==> config.mk <==
export PLATFORM = sky130hd
export DESIGN_NAME = pipeline_hazard_sequencer_flat
export DESIGN_NICKNAME = d
export VERILOG_FILES = /design/src/rtl/pipeline_hazard_sequencer_pkg.sv /design/src/rtl/pipeline_hazard_sequencer_if.sv /design/src/rtl/pipeline_hazard_sequencer_hazard_match.sv /design/src/rtl/pipeline_hazard_sequencer.sv /design/src/flat_wrapper.sv
export SDC_FILE = /design/constraint.sdc
export NUM_CORES = 1
export LEC_CHECK = 0
export ABC_AREA = 1
export BUFFER_PORTS_ARGS = -buffer_cell sky130_fd_sc_hd__buf_2
export CORE_MARGIN = 2
export CORE_UTILIZATION = 55
export DETAILED_ROUTE_END_ITERATION = 6
export PLACE_DENSITY = 0.81
export SLEW_MARGIN = 20
export SYNTH_ARGS = -nofsm -noshare
export SYNTH_HDL_FRONTEND = slang
export SYNTH_SLANG_ARGS = --single-unit
==> constraint.sdc <==
create_clock -name CLK -period 5.35 [get_ports CLK]
set_input_delay 0.8025 -clock CLK [delete_from_list [all_inputs] [get_ports CLK]]
set_output_delay 0.8025 -clock CLK [all_outputs]
set_load 0.02 [all_outputs]
==> src/rtl/pipeline_hazard_sequencer_pkg.sv <==
`default_nettype none
// +----------------------------------------------------------------------------+
// | pipeline_hazard_sequencer_pkg : shared encodings for the stall sequencer    |
// | Revision: 1.0                                                              |
// +----------------------------------------------------------------------------+
package pipeline_hazard_sequencer_pkg;

  localparam int REG_W  = 5;
  localparam int DATA_W = 32;

  localparam logic [31:0] NOP_INST = 32'h0000_0000;
  localparam logic [31:0] END_INST = 32'hFFFF_FFFF;

  typedef enum logic [1:0] {
    ST_RUN     = 2'd0,
    ST_BR_WAIT = 2'd1,
    ST_DRAIN   = 2'd2,
    ST_DONE    = 2'd3
  } state_e;

  function automatic logic [DATA_W-1:0] sat_inc(input logic [DATA_W-1:0] v);
    return (v == {DATA_W{1'b1}}) ? v : v + {{(DATA_W-1){1'b0}}, 1'b1};
  endfunction

endpackage
`default_nettype wire

==> src/rtl/pipeline_hazard_sequencer_if.sv <==
`default_nettype none
// +----------------------------------------------------------------------------+
// | pipeline_hazard_sequencer_if : ID/producer inputs and stall/flush outputs   |
// | Revision: 1.0                                                              |
// +----------------------------------------------------------------------------+
interface pipeline_hazard_sequencer_if;
  import pipeline_hazard_sequencer_pkg::*;

  logic [REG_W-1:0]  RsD;
  logic [REG_W-1:0]  RtD;
  logic              UsesRsD;
  logic              UsesRtD;
  logic              BranchD;
  logic              JumpD;
  logic              EndD;
  logic              RegWriteE;
  logic              RegWriteM;
  logic              RegWriteW;
  logic [REG_W-1:0]  WriteRegE;
  logic [REG_W-1:0]  WriteRegM;
  logic [REG_W-1:0]  WriteRegW;
  logic              HoldF;
  logic              HoldD;
  logic              FlushD;
  logic              FlushE;
  logic              Done;
  logic [DATA_W-1:0] StallCycles;

  // CPU datapath side: drives decode/producer info, consumes control
  modport master (
    output RsD, RtD, UsesRsD, UsesRtD, BranchD, JumpD, EndD,
           RegWriteE, RegWriteM, RegWriteW, WriteRegE, WriteRegM, WriteRegW,
    input  HoldF, HoldD, FlushD, FlushE, Done, StallCycles
  );

  modport slave (
    input  RsD, RtD, UsesRsD, UsesRtD, BranchD, JumpD, EndD,
           RegWriteE, RegWriteM, RegWriteW, WriteRegE, WriteRegM, WriteRegW,
    output HoldF, HoldD, FlushD, FlushE, Done, StallCycles
  );
endinterface
`default_nettype wire

==> src/rtl/pipeline_hazard_sequencer_hazard_match.sv <==
`default_nettype none
// +----------------------------------------------------------------------------+
// | hazard_match : combinational RAW comparator, both ID sources vs E/M/W       |
// | Revision: 1.0                                                              |
// +----------------------------------------------------------------------------+
module hazard_match
  import pipeline_hazard_sequencer_pkg::*;
#(
  parameter bit WB_WRITE_FIRST = 1'b0
) (
  input  wire logic [REG_W-1:0] rs_i,
  input  wire logic [REG_W-1:0] rt_i,
  input  wire logic             uses_rs_i,
  input  wire logic             uses_rt_i,
  input  wire logic             regwrite_e_i,
  input  wire logic             regwrite_m_i,
  input  wire logic             regwrite_w_i,
  input  wire logic [REG_W-1:0] writereg_e_i,
  input  wire logic [REG_W-1:0] writereg_m_i,
  input  wire logic [REG_W-1:0] writereg_w_i,
  output logic                  haz_o
);

  logic w_rs_hit;
  logic w_rt_hit;

  // $0 is hard-wired, so it can never be a true dependency
  function automatic logic src_match(input logic [REG_W-1:0] r);
    logic m;
    m = (regwrite_e_i && (writereg_e_i == r)) ||
        (regwrite_m_i && (writereg_m_i == r)) ||
        (!WB_WRITE_FIRST && regwrite_w_i && (writereg_w_i == r));
    return (r != '0) && m;
  endfunction

  always_comb begin
    w_rs_hit = uses_rs_i && src_match(rs_i);
    w_rt_hit = uses_rt_i && src_match(rt_i);
    haz_o    = w_rs_hit || w_rt_hit;
  end

endmodule
`default_nettype wire

==> src/rtl/pipeline_hazard_sequencer.sv <==
`default_nettype none
// +----------------------------------------------------------------------------+
// | pipeline_hazard_sequencer : RAW stall, branch/jump shadow and end drain    |
// | Revision: 1.0                                                              |
// +----------------------------------------------------------------------------+
module pipeline_hazard_sequencer
  import pipeline_hazard_sequencer_pkg::*;
#(
  parameter int BRANCH_BUBBLES = 3,
  parameter int DRAIN_CYCLES   = 4,
  parameter bit WB_WRITE_FIRST = 1'b0,
  parameter int CNT_W          = 4
) (
  input  wire logic CLK,
  input  wire logic RST,
  pipeline_hazard_sequencer_if.slave hz
);

  localparam logic [CNT_W-1:0] C_BR_LOAD = CNT_W'(BRANCH_BUBBLES - 1);
  localparam logic [CNT_W-1:0] C_DR_LOAD = CNT_W'(DRAIN_CYCLES - 1);
  localparam logic [CNT_W-1:0] C_ONE     = CNT_W'(1);

  state_e             state_q, state_d;
  logic [CNT_W-1:0]   cnt_q, cnt_d;
  logic [DATA_W-1:0]  stall_q, stall_d;

  logic w_haz;
  logic w_hold_f;
  logic w_hold_d;
  logic w_flush_d;
  logic w_flush_e;
  logic w_done;

  hazard_match #(
    .WB_WRITE_FIRST (WB_WRITE_FIRST)
  ) u_hazard_match (
    .rs_i         (hz.RsD),
    .rt_i         (hz.RtD),
    .uses_rs_i    (hz.UsesRsD),
    .uses_rt_i    (hz.UsesRtD),
    .regwrite_e_i (hz.RegWriteE),
    .regwrite_m_i (hz.RegWriteM),
    .regwrite_w_i (hz.RegWriteW),
    .writereg_e_i (hz.WriteRegE),
    .writereg_m_i (hz.WriteRegM),
    .writereg_w_i (hz.WriteRegW),
    .haz_o        (w_haz)
  );

  always_comb begin
    state_d   = state_q;
    cnt_d     = cnt_q;
    w_hold_f  = 1'b0;
    w_hold_d  = 1'b0;
    w_flush_d = 1'b0;
    w_flush_e = 1'b0;
    w_done    = 1'b0;

    case (state_q)
      ST_RUN: begin
        if (hz.EndD) begin
          w_hold_f  = 1'b1;
          w_flush_d = 1'b1;
          cnt_d     = C_DR_LOAD;
          state_d   = ST_DRAIN;
        end else if (w_haz) begin
          w_hold_f  = 1'b1;
          w_hold_d  = 1'b1;
          w_flush_e = 1'b1;
        end else if (hz.BranchD) begin
          w_flush_d = 1'b1;
          // A single-bubble branch resolves in time for the PC to move now
          if (BRANCH_BUBBLES > 1) begin
            w_hold_f = 1'b1;
            cnt_d    = C_BR_LOAD;
            state_d  = ST_BR_WAIT;
          end
        end else if (hz.JumpD) begin
          w_flush_d = 1'b1;
        end
      end

      ST_BR_WAIT: begin
        w_flush_d = 1'b1;
        if (cnt_q > C_ONE) begin
          w_hold_f = 1'b1;
          cnt_d    = cnt_q - C_ONE;
        end else begin
          cnt_d   = '0;
          state_d = ST_RUN;
        end
      end

      ST_DRAIN: begin
        w_hold_f  = 1'b1;
        w_flush_d = 1'b1;
        if (cnt_q == '0) begin
          state_d = ST_DONE;
        end else begin
          cnt_d = cnt_q - C_ONE;
        end
      end

      ST_DONE: begin
        w_hold_f  = 1'b1;
        w_flush_d = 1'b1;
        w_done    = 1'b1;
      end

      default: begin
        state_d = ST_RUN;
        cnt_d   = '0;
      end
    endcase

    stall_d = w_hold_f ? sat_inc(stall_q) : stall_q;
  end

  always_ff @(posedge CLK) begin
    if (RST) begin
      state_q <= ST_RUN;
      cnt_q   <= '0;
      stall_q <= '0;
    end else begin
      state_q <= state_d;
      cnt_q   <= cnt_d;
      stall_q <= stall_d;
    end
  end

  assign hz.HoldF       = w_hold_f;
  assign hz.HoldD       = w_hold_d;
  assign hz.FlushD      = w_flush_d;
  assign hz.FlushE      = w_flush_e;
  assign hz.Done        = w_done;
  assign hz.StallCycles = stall_q;

endmodule
`default_nettype wire

==> src/flat_wrapper.sv <==
// flat-port wrapper written by rule: the top's interface ports become plain ports
module pipeline_hazard_sequencer_flat import pipeline_hazard_sequencer_pkg::*;
#(
  parameter int BRANCH_BUBBLES = 3,
  parameter int DRAIN_CYCLES   = 4,
  parameter bit WB_WRITE_FIRST = 1'b0,
  parameter int CNT_W          = 4
)
  (CLK, RST, hz_RsD, hz_RtD, hz_UsesRsD, hz_UsesRtD, hz_BranchD, hz_JumpD, hz_EndD, hz_RegWriteE, hz_RegWriteM, hz_RegWriteW, hz_WriteRegE, hz_WriteRegM, hz_WriteRegW, hz_HoldF, hz_HoldD, hz_FlushD, hz_FlushE, hz_Done, hz_StallCycles);
  pipeline_hazard_sequencer_if hz_i ();
  input  wire logic CLK;
  input  wire logic RST;
  input wire logic [$bits(hz_i.RsD)-1:0] hz_RsD;
  input wire logic [$bits(hz_i.RtD)-1:0] hz_RtD;
  input wire logic [$bits(hz_i.UsesRsD)-1:0] hz_UsesRsD;
  input wire logic [$bits(hz_i.UsesRtD)-1:0] hz_UsesRtD;
  input wire logic [$bits(hz_i.BranchD)-1:0] hz_BranchD;
  input wire logic [$bits(hz_i.JumpD)-1:0] hz_JumpD;
  input wire logic [$bits(hz_i.EndD)-1:0] hz_EndD;
  input wire logic [$bits(hz_i.RegWriteE)-1:0] hz_RegWriteE;
  input wire logic [$bits(hz_i.RegWriteM)-1:0] hz_RegWriteM;
  input wire logic [$bits(hz_i.RegWriteW)-1:0] hz_RegWriteW;
  input wire logic [$bits(hz_i.WriteRegE)-1:0] hz_WriteRegE;
  input wire logic [$bits(hz_i.WriteRegM)-1:0] hz_WriteRegM;
  input wire logic [$bits(hz_i.WriteRegW)-1:0] hz_WriteRegW;
  output wire logic [$bits(hz_i.HoldF)-1:0] hz_HoldF;
  output wire logic [$bits(hz_i.HoldD)-1:0] hz_HoldD;
  output wire logic [$bits(hz_i.FlushD)-1:0] hz_FlushD;
  output wire logic [$bits(hz_i.FlushE)-1:0] hz_FlushE;
  output wire logic [$bits(hz_i.Done)-1:0] hz_Done;
  output wire logic [$bits(hz_i.StallCycles)-1:0] hz_StallCycles;
  assign hz_i.RsD = hz_RsD;
  assign hz_i.RtD = hz_RtD;
  assign hz_i.UsesRsD = hz_UsesRsD;
  assign hz_i.UsesRtD = hz_UsesRtD;
  assign hz_i.BranchD = hz_BranchD;
  assign hz_i.JumpD = hz_JumpD;
  assign hz_i.EndD = hz_EndD;
  assign hz_i.RegWriteE = hz_RegWriteE;
  assign hz_i.RegWriteM = hz_RegWriteM;
  assign hz_i.RegWriteW = hz_RegWriteW;
  assign hz_i.WriteRegE = hz_WriteRegE;
  assign hz_i.WriteRegM = hz_WriteRegM;
  assign hz_i.WriteRegW = hz_WriteRegW;
  assign hz_HoldF = hz_i.HoldF;
  assign hz_HoldD = hz_i.HoldD;
  assign hz_FlushD = hz_i.FlushD;
  assign hz_FlushE = hz_i.FlushE;
  assign hz_Done = hz_i.Done;
  assign hz_StallCycles = hz_i.StallCycles;
  pipeline_hazard_sequencer #(.BRANCH_BUBBLES(BRANCH_BUBBLES), .DRAIN_CYCLES(DRAIN_CYCLES), .WB_WRITE_FIRST(WB_WRITE_FIRST), .CNT_W(CNT_W)) u_core (.CLK(CLK), .RST(RST), .hz(hz_i));
endmodule
Yosys cells after proc, flatten, opt, wreduce, memory -nomap -nowiden --
Index checks and enable logic that the tools add are counted.
Storage, ports and cells: flip-flop bits (word level) 38, bits in latches 0, RAM bits 0, memory bits (read-only) 0, input port bits 35, output and inout port bits 37, word-level logic and storage cells 73, memories kept 0
Operators by class: add/sub/neg operators 2, multiply operators 0, divide/modulo/power cells 0, $lt $le $gt $ge 1, equal/unequal tests 15, shifts and indexed selects 0, mux-type cells 26, bitwise gates (word level) 1, reductions and logical operators 25
Operators with widths (number):
- $add A32 B1 Y32 const B | 1
- $eq A32 B32 Y1 const B | 1
- $eq A5 B5 Y1 | 6
- $mux W4 | 5
- $mux W1 | 12
- $pmux W4 S3 | 1
- $logic_and A1 B1 Y1 | 10
- $mux W2 | 5
- $reduce_bool A5 Y1 | 2
- $ne A3 B3 Y1 const B | 2
- $pmux W2 S3 | 1
- $logic_or A1 B1 Y1 | 5
- $reduce_and A5 Y1 | 1
- $eq A2 B2 Y1 const B | 2
- $gt A4 B1 Y1 const B | 1
- $logic_not A4 Y1 | 1
- $ne A2 B2 Y1 const B | 2
- $reduce_and A4 Y1 | 1
- $sub A4 B1 Y4 const B | 1
- $pmux W1 S3 | 1
- $reduce_bool A3 Y1 | 1
- $reduce_or A3 Y1 | 1
- $eq A2 B1 Y1 const B | 1
- $logic_not A2 Y1 | 1
- 5 further kinds | 5

Depth between registers and ports, before layout --
Gate-level depths: netlist (run 1).
depth in word-level cells 11, mapped depth 13

Cells and area by module --
Synthesis (run 1) repeated with hierarchy kept, for this count alone.
Unflattened totals: cell total of the unflattened synthesis 616, area, all modules 3334.4 um^2
Modules (own cells, without submodules):
- pipeline_hazard_sequencer | instances 1, cells an instance 472, area an instance 2766.4 um^2
- hazard_match | instances 1, cells an instance 144, area an instance 568.0 um^2

Worst setup path before layout (run 1) --
No wires, ideal clock.
path type input-to-output, start input port hz_RsD[0], end output port hz_HoldD, data arrival time 1.846 ns, required time 4.548 ns, path slack 2.701 ns, cell stages on the path 11, path buffers 1, path through inv_1 nand2_1 nand2_1 nor2_1 nand3_1 nand3_1 nand2_1 nand2_1 nand3_1 inv_1 buf_4
Between the ends: word-level cells in the longest chain between the ends 10, elaborated cells on any way between the ends 15
Ends and longest elaborated chain:
- start, declared | RTL line flat_wrapper.sv:13 | input wire logic [$bits(hz_i.RsD)-1:0] hz_RsD;
- $eq A5 B5 Y1, on equally long branches | RTL line pipeline_hazard_sequencer_hazard_match.sv:30, pipeline_hazard_sequencer_hazard_match.sv:31
- $logic_and A1 B1 Y1, on equally long branches | RTL line pipeline_hazard_sequencer_hazard_match.sv:30, pipeline_hazard_sequencer_hazard_match.sv:31
- $logic_or A1 B1 Y1 | RTL line pipeline_hazard_sequencer_hazard_match.sv:30 | m = (regwrite_e_i && (writereg_e_i == r)) ||
- $logic_or A1 B1 Y1 | RTL line pipeline_hazard_sequencer_hazard_match.sv:31 | (regwrite_m_i && (writereg_m_i == r)) ||
- $logic_and A1 B1 Y1 (*) | RTL line pipeline_hazard_sequencer_hazard_match.sv:33 | return (r != '0) && m;
- $logic_and A1 B1 Y1 (*) | RTL line pipeline_hazard_sequencer_hazard_match.sv:37 | w_rs_hit = uses_rs_i && src_match(rs_i);
- $logic_or A1 B1 Y1 (*) | RTL line pipeline_hazard_sequencer_hazard_match.sv:39 | haz_o = w_rs_hit || w_rt_hit;
- $mux W1 (*) (3 in series)
- end, declared | RTL line flat_wrapper.sv:27 | output wire logic [$bits(hz_i.HoldD)-1:0] hz_HoldD;
Mark *: on every way between the ends. The rest lies on a longest branch, timed or not.

Worst setup path after layout (run 1) --
start input port hz_RsD[0], end output port hz_HoldF
Between the ends: word-level cells in the longest chain between the ends 10, elaborated cells on any way between the ends 15
Ends and longest elaborated chain:
- $eq A5 B5 Y1, on equally long branches | RTL line pipeline_hazard_sequencer_hazard_match.sv:30, pipeline_hazard_sequencer_hazard_match.sv:31
- $logic_and A1 B1 Y1, on equally long branches | RTL line pipeline_hazard_sequencer_hazard_match.sv:30, pipeline_hazard_sequencer_hazard_match.sv:31
- $logic_or A1 B1 Y1 | RTL line pipeline_hazard_sequencer_hazard_match.sv:30
- $logic_or A1 B1 Y1 | RTL line pipeline_hazard_sequencer_hazard_match.sv:31
- $logic_and A1 B1 Y1 (*) | RTL line pipeline_hazard_sequencer_hazard_match.sv:33
- $logic_and A1 B1 Y1 (*) | RTL line pipeline_hazard_sequencer_hazard_match.sv:37
- $logic_or A1 B1 Y1 (*) | RTL line pipeline_hazard_sequencer_hazard_match.sv:39
- $mux W1 (*) | RTL line pipeline_hazard_sequencer.sv:66 | end else if (w_haz) begin
- $mux W1 (*) | RTL line pipeline_hazard_sequencer.sv:61 | if (hz.EndD) begin
- $pmux W1 S3 (*) | RTL line pipeline_hazard_sequencer.sv:59 | case (state_q)
- end, declared | RTL line flat_wrapper.sv:26 | output wire logic [$bits(hz_i.HoldF)-1:0] hz_HoldF;
Marks and branches as above.

==> reports/metrics.yaml, run 1 <==
status: "completed"
synth_area_per_cell_um2: 5.98
netlist_area_um2: 3240
initial_core_util: 0.578
dp_hpwl_um: 6950
clock.fmax_mhz: 304
cts_resized: 0
min_from: "u_core.hz.StallCycles[21]$_SDFFE_PP0P_"
rr_endpoint: "u_core.hz.StallCycles[10]$_SDFFE_PP0P_"
final_max_slew_viol_count: 0
clk_pin_slew_worst_paths_ps: 90
clock_skew_ps: 10.5
grt_use_total: 0.290
cp_max_fo: 28
viasPerCell: 5.38
setup.worst_path.end_class: "primary output"
reg2reg_slack_ps: 2590
antenna_found_initial: 0
synthArstFlopShare: 0
r2r_cells: 11
synth_compound_area_frac: 0.0884
syn-instance-count: 542
synth-xor-area-share: 0.0730
cts_buffers: 5
hold_slack_ps: 509
synthFlopType: "dfxtp_1"
die_x_um: 80.8
gr-usage-met3: 0.0356
globalplace.congestion: 1.02
grt_busiest_layer: "met2"
yosysWarnings: 0
synth_mux_area_frac: 0
grt_use_met2: 0.478
root_buffer: "clkbuf_8"
critical_path_required_ps: 4550
mappedNetlistNets: 586
grt-ovfl-total: 0
final_cell_mix: "178 x nand2_1, 71 x buf_2, 66 x inv_1"
row_count: 27
seq_area_frac_synth: 0.235
p_seq_frac: 0.308
ys_types: 31
synth_edf_count: 0
vias: 3651
fin_crit_ps: 3290
ant_nets: 0
power.static_leakage_nw: 1.87
tightest_slew_ps: 723
relSlewSlack: 0.518
first_iter_violations: 344
diodes: 0
nNetsFinal: 650
internal_power_w: 0.000629
swShare: 0.418
core_area_um2: 5610
hold_path_end: "u_core.hz.StallCycles[21]$_SDFFE_PP0P_"
critPathLaunchType: "input pin"
power.density_nw_per_um2: 288
use_met1: 0.402
grt_pass1_vias: 3299
r2r_start: "u_core.hz.StallCycles[1]$_SDFFE_PP0P_"
fp.dieH_um: 80.8
syn2layout_area_growth_pct: 15.6
synthAdderAreaFrac: 0.0347
clock_path_buffers: 2
synthTopCellsByArea: "dfxtp_1 23%, nand2_1 21%, inv_1 7.6%"
synth_top_family_by_area: "simple AND/OR/NAND/NOR gates"
cts.sinks: 38
ioPinCount: 72
drc_errors: 0
clk_latency_ps: 300
netlist.area_leader.share: 0.235
cts_tree: "yes"
rsz0062_at_grt: "false"
dieArea_um2: 6520
grt_max_degree: 34
ir_drop_mv: 0.195
synth_area_leader_cell: "dfxtp_1"
portBuffers: 71
period_share: 0.616
postCtsSetupRepairBufs: 0
arrival_ps: 2490
htreeDepth: 2
grt_first_pass_wirelength_um: 15200
final-setup-viol-count: 0
synth-seq-cells: 38
synth_simple_gate_area_frac: 0.466
path_class: "input pin to primary output"
power_frac_clock: 0.279
min_path_type: "flop to flop"
max_cap_viol_count: 0
cts_hold_buf: 0
wl_per_cell_um: 13.1
hold_violations: 0
whs_path_depth: 2
p_sw_w: 0.000451
drt_first_pass_iters: 5
drt-total-wl_um: 8930
tns_ps: 0
fillers: 545
drive_gt1_frac: 0.171
power_frac_comb: 0.413
layout_commonest_cell: "nand2_1"
through the flow:
| step | worst slack [ps] | total power, W | util | instances | cell area (um2) |
|---|---|---|---|---|---|
| after global placement | 2040 | 0.000772 | 0.643 | 671 | 3610 |
| after floorplan | 2700 | 0.000701 | - | 542 | 3240 |
| final | 2060 | 0.00108 | 0.668 | 679 | 3740 |
| after global routing | 1750 | 0.00116 | 0.668 | 679 | 3740 |
| after detailed placement | 2050 | 0.000782 | 0.643 | 671 | 3610 |
| after CTS | 2050 | 0.00108 | 0.668 | 679 | 3740 |
layout make-up:
cell class                 instances  area, um2  area share
multi-input combinational        423       2150       0.573
tap                               72       90.1      0.0241
inverter                          66        248      0.0662
clock inverter                     3       68.8      0.0184
sequential                        38        761       0.203
timing repair buffer              72        363      0.0969
clock buffer                       5       68.8      0.0184
cell families (layout without fill, tap and decap cells):
group	after synthesis	in the layout
AND/OR/NAND/NOR	339	339
buffers and inverters	81	146
AO/OA/AOI/OAI	48	48
flip-flops	38	38
XOR/XNOR	27	27
adder cells (fa/ha/maj)	9	9
critical path, stage by stage:
cell and delay [ps]:
buf_2 110, inv_1 140, nand4_1 110, o21ai_0 200
inv_1 60, nand2_1 90, nand3_2 450, nand2_1 190
inv_1 130, buf_2 190
registers in the layout, summed over array words and instances (netlist names):
name	flops
u_core.hz.StallCycles	32
u_core.cnt_q	4
u_core.state_q	2
Yosys cell counts (2+ instances only):
| cell type | count |
|---|---|
| nor2_1 | 64 |
| nor3_1 | 15 |
| nand2_1 | 178 |
| buf_6 | 2 |
| a21oi_1 | 23 |
| dfxtp_1 | 38 |
| a21oi_2 | 11 |
| ha_1 | 9 |
| nand2_2 | 6 |
| nand3_1 | 30 |
| xor2_1 | 22 |
| xnor2_1 | 5 |
| o21ai_0 | 12 |
| nand4_1 | 36 |
| clkbuf_1 | 10 |
| inv_1 | 66 |
how the worst max path moves through the flow:
stage	startpoint	to	slack, ps	cells after the start
finish	hz_RsD[0]	hz_HoldF	2060	10
global route	hz_RsD[3]	hz_HoldF	1750	10
CTS	hz_RsD[3]	hz_HoldF	2050	12
detailed placement	hz_RsD[3]	hz_HoldF	2050	12
global placement	hz_RsD[0]	hz_HoldF	2040	10
floorplan	hz_RsD[0]	hz_HoldD	2700	11
power by group through the flow:
stage	Sequential [W]	Clock, W	Combinational [W]
6_report	0.000332	0.000302	0.000446
5_1_grt	0.000336	0.000314	0.000508
4_1_cts	0.000333	0.000303	0.000447
3_5_place_dp	0.000339	0	0.000444
3_3_place_gp	0.000338	0	0.000433
2_1_floorplan	0.000342	0	0.000359
per-layer routing:
| layer | vias to the layer above | share of wire | wire [um] |
|---|---|---|---|
| li1 | 1865 | - | - |
| met1 | 1623 | 0.47 | 4170 |
| met2 | 146 | 0.45 | 4010 |
| met3 | 17 | 0.068 | 606 |
| met4 | 0 | 0.016 | 144 |
| met5 | - | 0 | 0 |
No activity file was read; power rests on OpenSTA's default activity.
==> inputs of run 2 (changes only) <==
==> constraint.sdc (replaced) <==
create_clock -name CLK -period 3.4 [get_ports CLK]
set_input_delay 0.51 -clock CLK [delete_from_list [all_inputs] [get_ports CLK]]
set_output_delay 0.51 -clock CLK [all_outputs]
set_load 0.02 [all_outputs]
==> run 2 against run 1 <==
Against the previous run: hold slack worse by 9.4 ps; combinational power up 61%; critical path depth unchanged.
==> reports/metrics.yaml, run 2 (synthesized netlist as in run 1, its figures left out) <==
status: "completed"
clk_pin_slew_worst_paths_ps: 90
grt-ovfl-total: 0
core_area_um2: 5610
drt_first_pass_iters: 5
dieArea_um2: 6520
clk_latency_ps: 300
die_x_um: 80.8
wl_met3_um: 606
cts_buffers: 5
clock_path_buffers: 2
period_share: 0.788
arrival_ps: 2170
htreeDepth: 2
viasPerCell: 5.38
clock_skew_ps: 12.4
initial_core_util: 0.578
ioPinCount: 72
min_path_type: "flop to flop"
syn2layout_area_growth_pct: 14.7
reg2reg_slack_ps: 1070
fp.dieH_um: 80.8
final-setup-viol-count: 0
fin_crit_ps: 2680
grt_pass1_vias: 3205
antenna_found_initial: 0
drive_gt1_frac: 0.174
hold_violations: 0
wl_met1_um: 4260
grt_max_degree: 34
cts.sinks: 38
first_iter_violations: 277
cts_resized: 0
layout_setup_ws_ps: 721
final_max_slew_viol_count: 0
diodes: 0
drt-total-wl_um: 8980
cts_tree: "yes"
slowest_delay_ps: 380
dr_wl_met2_um: 4010
max_cap_viol_count: 0
rsz0062_at_grt: "false"
portBuffers: 71
clock.fmax_mhz: 373
root_buffer: "clkbuf_8"
wl_per_cell_um: 13.2
r2r_start: "u_core.state_q[1]$_SDFFE_PP0P_"
cp_cell_sequence: "inv_1 > ha_1 > o21ai_0 > nand2_1 > nand2_1 > inv_1 > nand3_1 > nand2_1 > inv_1 > buf_2"
ir_drop_mv: 0.320
layout_commonest_cell: "nand2_1"
postCtsSetupRepairBufs: 0
final_cell_mix: "178 x nand2_1, 71 x buf_2, 66 x inv_1"
crit_slowest_cell: "dfxtp_1"
drc_errors: 0
power.density_nw_per_um2: 427
path_class: "flop to primary output"
hold_path_end: "u_core.hz.StallCycles[21]$_SDFFE_PP0P_"
ant_nets: 0
routed.top_layer: "met4"
tightest_slew_ps: 749
critPathLaunchType: "flop"
nNetsFinal: 652
vias: 3665
globalplace.congestion: 1.00
grt_use_total: 0.285
dp_hpwl_um: 7070
rr_endpoint: "u_core.hz.StallCycles[4]$_SDFFE_PP0P_"
setup.worst_path.end_class: "primary output"
min_from: "u_core.hz.StallCycles[21]$_SDFFE_PP0P_"
cp_max_fo: 7
r2r_cells: 9
dp_slack_ps: 882
row_count: 27
whs_path_depth: 2
cts_hold_buf: 0
critical_path_required_ps: 2890
power.static_leakage_nw: 1.85
largest_reg_flops: 32
relSlewSlack: 0.501
grt_first_pass_wirelength_um: 14600
tns_ps: 0
==> run 2: changes by cell type in the layout (fill, tap and decap cells not counted), sizes merged <==
cell | previous run | this run
clkbuf | 5 | 6
bufinv | 2 | 0
clkinvlp | 0 | 1
buf | 72 | 74
==> run 2: layer usage <==
metal / global-route usage / vias up
li1: - / 1870
met2: 0.466 / 130
met5: 0 / -
met4: 0.0847 / 0
met1: 0.394 / 1653
met3: 0.0367 / 12
==> run 2: where the power goes <==
part / internal (W) / switching, W / leakage (nW)
combinational: 0.000212 / 0.000508 / 1.50
clock: 0.000163 / 0.000178 / 0.0472
sequential: 0.000486 / 0.0000389 / 0.308
==> run 2: cell type report <==
| class | instances | area [um2] |
|---|---|---|
| Inverter | 66 | 248 |
| Tap cell | 72 | 90.1 |
| Clock inverter | 2 | 12.5 |
| Sequential cell | 38 | 761 |
| Fill cell | 546 | 1890 |
| Multi-Input combinational cell | 423 | 2150 |
| Clock buffer | 6 | 82.6 |
| Timing Repair Buffer | 74 | 378 |
==> run 2: worst max-delay path by stage <==
stage	start	to	slack, ps
2_1_floorplan	hz_RsD[0]	hz_HoldD	1340
3_3_place_gp	hz_RsD[2]	hz_HoldF	880
3_5_place_dp	hz_RsD[3]	u_core.hz.StallCycles[2]$_SDFFE_PP0P_	880
4_1_cts	u_core.cnt_q[0]$_SDFFE_PP0P_	hz_HoldF	700
5_1_grt	u_core.cnt_q[0]$_SDFFE_PP0P_	hz_HoldF	550
6_report	u_core.cnt_q[0]$_SDFFE_PP0P_	hz_HoldF	720
==> run 2: critical path: cells and delay by family, from the launching register on <==
kind	cells	cell delay (ps)
buffers and inverters	4	580
adders and majority gates	1	240
DFF	1	380
and+or+nand+nor	4	480
AOI/OAI and AO/OA	1	200
==> run 2: through the flow <==
step | instance area, um2 | power [W] | util | hold slack [ps] | cells
finish | 3720 | 0.00159 | 0.663 | 499 | 681
global route | 3720 | 0.00170 | 0.663 | 530 | 681
CTS | 3720 | 0.00159 | 0.663 | 499 | 681
detailed placement | 3620 | 0.00125 | 0.646 | 486 | 673
global placement | 3620 | 0.00122 | 0.646 | 486 | 673
floorplan | 3240 | 0.00110 | - | 519 | 542
==> inputs of run 3 (changes only) <==
==> constraint.sdc (replaced) <==
create_clock -name CLK -period 2.6 [get_ports CLK]
set_input_delay 0.39 -clock CLK [delete_from_list [all_inputs] [get_ports CLK]]
set_output_delay 0.39 -clock CLK [all_outputs]
set_load 0.02 [all_outputs]
==> run 3 against run 2 <==
Against the previous run: global-route usage is 0.36 points lower; cell count increased by 0.44%; combinational power increased by 32%; non-clock buffer count increased by 3; largest cell class unchanged.
==> reports/metrics.yaml, run 3 (synthesized netlist as in run 1, its figures left out) <==
drc_errors: 0
cts_hold_buf: 0
routed.top_layer: "met4"
hold_path_end: "u_core.state_q[0]$_SDFFE_PP0P_"
wl_per_cell_um: 12.9
clock.fmax_mhz: 425
dieArea_um2: 6520
power.static_leakage_nw: 1.89
relSlewSlack: 0.576
whs_path_depth: 4
largest_reg_flops: 32
rr_endpoint: "u_core.hz.StallCycles[4]$_SDFFE_PP0P_"
root_buffer: "clkbuf_8"
globalplace.congestion: 0.988
dp_hpwl_um: 6950
cts.sinks: 38
critPathLaunchType: "flop"
grt_max_degree: 33
tightest_slew_ps: 631
final_max_slew_viol_count: 0
grt-ovfl-total: 0
fp.dieH_um: 80.8
setup.worst_path.end_class: "primary output"
wl_met3_um: 572
grt_pass1_vias: 3267
fin_crit_ps: 2350
r2r_start: "u_core.hz.StallCycles[1]$_SDFFE_PP0P_"
clk_pin_slew_worst_paths_ps: 80
htreeDepth: 2
drt-total-wl_um: 8830
power.density_nw_per_um2: 596
die_x_um: 80.8
clock_path_buffers: 2
initial_core_util: 0.578
ant_nets: 0
cpMostUsedCell: "nand2_1"
core_area_um2: 5610
min_from: "hz_EndD"
cp_cell_sequence: "inv_1 > ha_1 > o21ai_0 > nand2_1 > nand2_1 > inv_1 > nand3_1 > nand2_1 > inv_2 > buf_2"
wl_met1_um: 4140
final_cell_mix: "178 x nand2_1, 71 x buf_2, 65 x inv_1"
grt_first_pass_wirelength_um: 14700
dr_wl_met2_um: 3980
cts_buffers: 5
viasPerCell: 5.43
drive_gt1_frac: 0.180
final-setup-viol-count: 0
min_path_type: "input pin to flop"
drt_first_pass_iters: 5
path_class: "flop to primary output"
syn2layout_area_growth_pct: 16.7
ioPinCount: 72
cts_tree: "yes"
crit_slowest_cell: "dfxtp_1"
antenna_found_initial: 0
clk_latency_ps: 300
first_iter_violations: 313
row_count: 27
critical_path_required_ps: 2210
final_util: 0.674
arrival_ps: 1960
cp_max_fo: 7
slowest_delay_ps: 360
reg2reg_slack_ps: 300
r2r_cells: 11
layout_commonest_cell: "nand2_1"
max_cap_viol_count: 0
status: "completed"
period_share: 0.904
tns_ps: 0
diodes: 0
portBuffers: 71
clock_skew_ps: 5.91
nNetsFinal: 655
vias: 3711
rsz0062_at_grt: "false"
grt_use_total: 0.282
ir_drop_mv: 0.402
hold_violations: 0
==> run 3: cell count changes in the layout (fill, tap and decap cells not counted), sizes merged <==
| cell | before | now |
|---|---|---|
| bufinv | 0 | 2 |
| clkinvlp | 1 | 0 |
| clkbuf | 6 | 5 |
| buf | 74 | 77 |
==> run 3: what timing repair did <==
action,in CTS,in global routing
setup endpoints to repair,0,1
hold endpoints to repair,0,0
gates resized for setup,0,1
setup buffers,0,0
==> run 3: cell type report <==
type	instances	area, um2
multi-input combinational	423	2150
fill	541	1830
sequential	38	761
timing repair buffer	77	400
inverter	66	248
tap	72	90.1
clock buffer	5	68.8
clock inverter	3	68.8
==> run 3: worst max-delay path by stage <==
stage	cells after the start	slack, ps	end	startpoint
after global routing	10	30	hz_HoldF	u_core.cnt_q[0]$_SDFFE_PP0P_
after floorplan	11	570	u_core.hz.StallCycles[4]$_SDFFE_PP0P_	u_core.hz.StallCycles[1]$_SDFFE_PP0P_
after global placement	11	500	u_core.hz.StallCycles[24]$_SDFFE_PP0P_	u_core.hz.StallCycles[1]$_SDFFE_PP0P_
final	10	250	hz_HoldF	u_core.cnt_q[0]$_SDFFE_PP0P_
after CTS	10	180	hz_HoldF	u_core.cnt_q[0]$_SDFFE_PP0P_
after detailed placement	11	370	u_core.hz.StallCycles[4]$_SDFFE_PP0P_	u_core.hz.StallCycles[1]$_SDFFE_PP0P_
==> run 3: worst max-delay path, delay by kind of cell (launching register included) <==
family | cells | cell delay (ps)
simple gates | 4 | 420
flops | 1 | 360
compound gates | 1 | 160
fa+ha+maj | 1 | 250
buf+inv | 4 | 470
==> run 3: report_power, final <==
| group | leakage [nW] | internal (W) | switching, W | total [W] |
|---|---|---|---|---|
| registers | 0.308 | 0.000635 | 0.0000497 | 0.000685 |
| logic | 1.51 | 0.000296 | 0.000654 | 0.000950 |
| clock network | 0.0683 | 0.000385 | 0.000235 | 0.000620 |
==> run 3: metal layers <==
| layer | GRT usage | up-vias |
|---|---|---|
| met5 | 0 | - |
| li1 | - | 1880 |
| met2 | 0.467 | 150 |
| met1 | 0.382 | 1663 |
| met4 | 0.0763 | 0 |
| met3 | 0.0444 | 18 |
==> run 3: stage by stage <==
stage                     instances  setup WS (ps)  hold slack (ps)  cell area (um2)  power, W
after floorplan                 542            568              519             3240   0.00144
after global routing            684           33.6              498             3780   0.00242
final                           684            249              486             3780   0.00225
after detailed placement        676            372              489             3640   0.00163
after global placement          676            496              481             3640   0.00161
after CTS                       684            181              483             3780   0.00225
